===== src/rtl/riscv_icache_refill_fsm.sv =====
// rtl/riscv_icache_refill_fsm.sv - instruction cache miss/refill controller
// Writer side of the icache tag array: stalls fetch on a miss, refills block(s) from DRAM.
module riscv_icache_refill_fsm #(
   parameter int IDX   = 12,
   parameter int TAG   = 9,
   parameter int BEATS = 4
) (
   input  logic                       clk,
   input  logic                       rst,
   input  logic                       fetch_req,
   input  logic                       missalign,
   input  logic [IDX-1:0]             index,
   input  logic [TAG-1:0]             tag_in,
   input  logic [IDX-1:0]             index_missallign,
   input  logic [TAG-1:0]             tag_missalign,
   input  logic                       hit,
   input  logic                       hit_missalign,
   output logic                       stall,
   output logic                       mem_req,
   output logic [TAG+IDX-1:0]         mem_addr,
   input  logic                       mem_ack,
   input  logic                       mem_rvalid,
   output logic                       data_we,
   output logic                       data_we_align,
   output logic [$clog2(BEATS)-1:0]   beat_sel,
   output logic                       replace_tag,
   output logic                       valid_in,
   output logic                       replace_tag_align,
   output logic                       valid_in_align
);

   localparam int BW = $clog2(BEATS);
   localparam logic [BW-1:0] LAST_BEAT = BW'(BEATS - 1);

   typedef enum logic [2:0] {IDLE, REQ, FILL, REQ_A, FILL_A} state_t;

   state_t               state, state_nx;
   logic [BW-1:0]        cnt, cnt_nx;
   logic [TAG+IDX-1:0]   p_addr, a_addr;
   logic                 pend_a;
   logic                 need_p, need_a, latch;

   assign need_p = fetch_req & ~hit;
   assign need_a = fetch_req & missalign & ~hit_missalign;

   always_ff @(posedge clk or posedge rst) begin
      if (rst) begin
         state  <= IDLE;
         cnt    <= '0;
         p_addr <= '0;
         a_addr <= '0;
         pend_a <= 1'b0;
      end else begin
         state <= state_nx;
         cnt   <= cnt_nx;
         if (latch) begin
            p_addr <= {tag_in, index};
            a_addr <= {tag_missalign, index_missallign};
            pend_a <= need_a;
         end
      end
   end

   always_comb begin
      state_nx          = state;
      cnt_nx            = cnt;
      latch             = 1'b0;
      stall             = 1'b1;
      mem_req           = 1'b0;
      mem_addr          = '0;
      data_we           = 1'b0;
      data_we_align     = 1'b0;
      beat_sel          = '0;
      replace_tag       = 1'b0;
      valid_in          = 1'b0;
      replace_tag_align = 1'b0;
      valid_in_align    = 1'b0;
      case (state)
         IDLE: begin
            // Lookup is masked while rst is held so every output reads 0 in reset.
            stall = (need_p | need_a) & ~rst;
            latch = stall;
            if (stall) state_nx = need_p ? REQ : REQ_A;
         end
         REQ, REQ_A: begin
            mem_req  = 1'b1;
            mem_addr = (state == REQ) ? p_addr : a_addr;
            if (mem_ack) begin
               state_nx = (state == REQ) ? FILL : FILL_A;
               cnt_nx   = '0;
            end
         end
         FILL, FILL_A: begin
            beat_sel = cnt;
            if (mem_rvalid) begin
               data_we       = (state == FILL);
               data_we_align = (state == FILL_A);
               cnt_nx        = cnt + BW'(1);
               if (cnt == LAST_BEAT) begin
                  if (state == FILL) begin
                     replace_tag = 1'b1;
                     valid_in    = 1'b1;
                     state_nx    = pend_a ? REQ_A : IDLE;
                  end else begin
                     replace_tag_align = 1'b1;
                     valid_in_align    = 1'b1;
                     state_nx          = IDLE;
                  end
               end
            end
         end
         default: state_nx = IDLE;
      endcase
   end

endmodule


===== config.mk =====
export PLATFORM = sky130hd
export DESIGN_NAME = riscv_icache_refill_fsm
export DESIGN_NICKNAME = d
export VERILOG_FILES = /design/src/rtl/riscv_icache_refill_fsm.sv
export SDC_FILE = /design/constraint.sdc
export NUM_CORES = 1
export LEC_CHECK = 0
export CAP_MARGIN = 20
export CORE_MARGIN = 3
export CORE_UTILIZATION = 40
export CTS_BUF_LIST = sky130_fd_sc_hd__clkbuf_4 sky130_fd_sc_hd__clkbuf_8
export DETAILED_ROUTE_END_ITERATION = 16
export PLACE_DENSITY = 0.72
export SLEW_MARGIN = 20
export SYNTH_ARGS = -nofsm -noshare
export SYNTH_HDL_FRONTEND = slang
export SYNTH_SLANG_ARGS = --single-unit
export TNS_END_PERCENT = 20

===== constraint.sdc =====
create_clock -name clk -period 4.3 [get_ports clk]
set_clock_uncertainty 0.2 [all_clocks]
set_input_delay 1.29 -clock clk [delete_from_list [all_inputs] [get_ports clk]]
set_output_delay 1.29 -clock clk [all_outputs]
set_load 0.03 [all_outputs]

==> results of run 1 <==
[cell usage in the layout, fill, tap and decap left out, types with 2 or more instances in the layout]
cell type and count:
clkdlybuf4s50_1 75, dfrtp_1 48, mux2_2 40, nor2_1 26
mux2i_1 21, buf_4 11, nand2b_1 7, clkbuf_8 6
inv_1 4, a21oi_1 4, nand2_1 3, mux2_1 2
a22o_1 2, a211o_1 2, and2_1 2, clkbuf_4 2
[path summary, 6_finish.rpt]
kind,endpoint,slack (ns)
hold / removal,a_addr[18]$_DFFE_PP0P_,0.29
setup reg to reg,a_addr[6]$_DFFE_PP0P_,1.67
setup / recovery,data_we,0.20
hold reg to reg,a_addr[18]$_DFFE_PP0P_,0.29
min in group asynchronous,a_addr[10]$_DFFE_PP0P_,1.43
max in group asynchronous,a_addr[12]$_DFFE_PP0P_,2.08
[final cells by class]
| cell class | instances | area share |
|---|---|---|
| Inverter | 5 | 0.005749 |
| Sequential cell | 48 | 0.3680 |
| Multi-Input combinational cell | 121 | 0.3135 |
| Tap cell | 72 | 0.02760 |
| Clock buffer | 8 | 0.02990 |
| Timing Repair Buffer | 86 | 0.2553 |
[sequential cells by signal, summed over array words and instances (netlist names)]
name / flops
p_addr: 21
cnt: 2
state: 3
pend_a: 1
a_addr: 21
[power groups by stage]
stage                     Combinational, mW  Clock, mW  Sequential [mW]
after detailed placement              0.816          0            0.796
after global routing                  0.876      0.314            0.816
after CTS                             0.818      0.295            0.788
final                                 0.806      0.283            0.786
after global placement                0.797          0            0.786
after floorplan                       0.603          0            0.755
[kinds of logic after synthesis]
family,synth area share
muxes,0.2928
xor gates and xnor gates,0.003754
DFF,0.5147
AOI/OAI and AO/OA,0.05523
and+or+nand+nor,0.08150
buffers and inverters,0.04664
adders and majority gates,0.005361
[stage by stage]
step	std cells	worst slack, ns	util	hold slack, ns	area (um2)
CTS	340	0.1858	0.5856	0.3009	3264
floorplan	186	0.07489	-	0.2579	2333
global placement	332	0.2234	0.5681	0.2720	3167
global route	340	0.1212	0.5856	0.3205	3264
finish	340	0.1999	0.5856	0.2944	3264
detailed placement	332	0.1953	0.5681	0.2819	3167
[layer usage]
layer	part of all wire	routed length (um)	vias to the layer above	global-route usage
met2	0.49	2499	48	0.2612
met1	0.44	2231	834	0.2065
met4	0.011	54	0	0.05980
met5	0	0	-	0
li1	-	-	810	-
met3	0.059	302	4	0.04121
==> metrics.yaml, run 1 <==
cp.buffers_inverters: 2
power_mw: 1.874
finalWirelength_um: 5087
viasPerCell: 4.988
cp-start-kind: "input port"
period_needed_ns: 4.100
drv_slew: 0
wl_per_cell_um: 14.96
die_w_um: 82.38
min_from: "a_addr[18]$_DFFE_PP0P_"
grt_pass1_wl_um: 8204
clkPwrFrac: 0.151
path_cells: "clkdlybuf4s50_1, nand2b_1, nor2_1, clkdlybuf4s50_1"
die-area_um2: 6786
seqCellArea_um2: 1201
cp-end-kind: "primary output"
cts_htree_levels: 2
netlist_top_cells_count: "48 x dfrtp_1, 40 x mux2_2, 26 x nor2_1, 21 x mux2i_1, 7 x nand2b_1"
async_flop_share: 1.000
maxCapViolCount: 0
gr-total-overflow: 0
tightest_slew_ns: 0.6034
num_vias: 1696
reg2reg_from: "state[1]$_DFFE_PP0P_"
cts.sinks: 48
synth_nets: 237
ys_ff_latch: 48
start_util: 0.4186
slowest_delay_ns: 0.67
hpwl_um: 3682
synthTopCellsByArea: "dfrtp_1 51%, mux2_2 19%, mux2i_1 9.0%"
synth.top_cell.area_share: 0.5147
cts_setup_buffers: 0
synth_edf_count: 0
multi_input_area_um2: 1023
yosysMostFrequentCell: "dfrtp_1"
antenna_found_initial: 0
worst-setup-path-type: "input port to primary output"
cts_buffers: 5
critPathArrivalTime_ns: 2.61
area_growth_pct: 39.89
setup_viol: 0
crit_start: "mem_rvalid"
grt_max_degree: 49
track_usage: 0.1610
yosysWarnings: 0
finalSetupTns_ns: 0
synth.avg_cell_area_um2: 12.55
hp-class: "flip-flop to flip-flop"
r2r_cells: 5
ant_nets: 0
power.share.sequential: 0.419
cp_slowest_cell: "clkdlybuf4s50_1"
nNetsFinal: 318
ys_types: 28
numPortBuffers: 80
path_common_cell: "clkdlybuf4s50_1"
antenna_cells: 0
status: "finished clean"
hold_depth: 1
drc: 0
clkLatencyLatePin_ns: 0.29
gp_congestion: 0.7126
hold_viol: 0
p_switching_uw: 628.8
p_per_area_nw_per_um2: 574.2
drtIter0Drc: 74
die_h_um: 82.38
ctsLongestPathBuffers: 2
ir_drop_mv: 0.2534
swShare: 0.3355
cts_tree: "done"
ys_seq_area_frac: 0.5147
cts_resized: 0
p_int_mw: 1.246
synth.cell_area_um2: 2333
path_clk_slew_ns: 0.08
yosys_most_used_dff: "dfrtp_1"
grt_pass1_vias: 1730
combPwrFrac: 0.430
cts_root_buffer: "clkbuf_8"
io_pins: 81
cts_hold_buffers: 0
core_area_um2: 5574
fmax_ghz: 0.2439
fill_cells: 498
num_rows: 27
synthCells: 186
worst-path-stages: 4
worstPathMaxFanout: 2
rsz0062_at_grt: "false"
drive_gt1_frac: 0.2351
critPathRequiredTime_ns: 2.81
drtPass1Iterations: 4
finalCritPeriodShare: 0.9535
yosys.area.top_type: "dfrtp_1"
cp_top_family: "buffers and inverters"
slew_headroom: 0.5978
power_leakage_nw: 1.455
Power figures use the tool's default switching activity.
==> inputs of run 2 (changes only) <==
ABC_CLOCK_PERIOD_IN_PS = 4300   (was unset)
==> results of run 2 <==
Final layout, timing and power as in run 1 (identical DEF).
==> inputs of run 3 (changes only) <==
GPL_ROUTABILITY_DRIVEN = 0   (was unset)
==> results of run 3 <==
Final layout, timing and power as in run 1 (identical DEF).
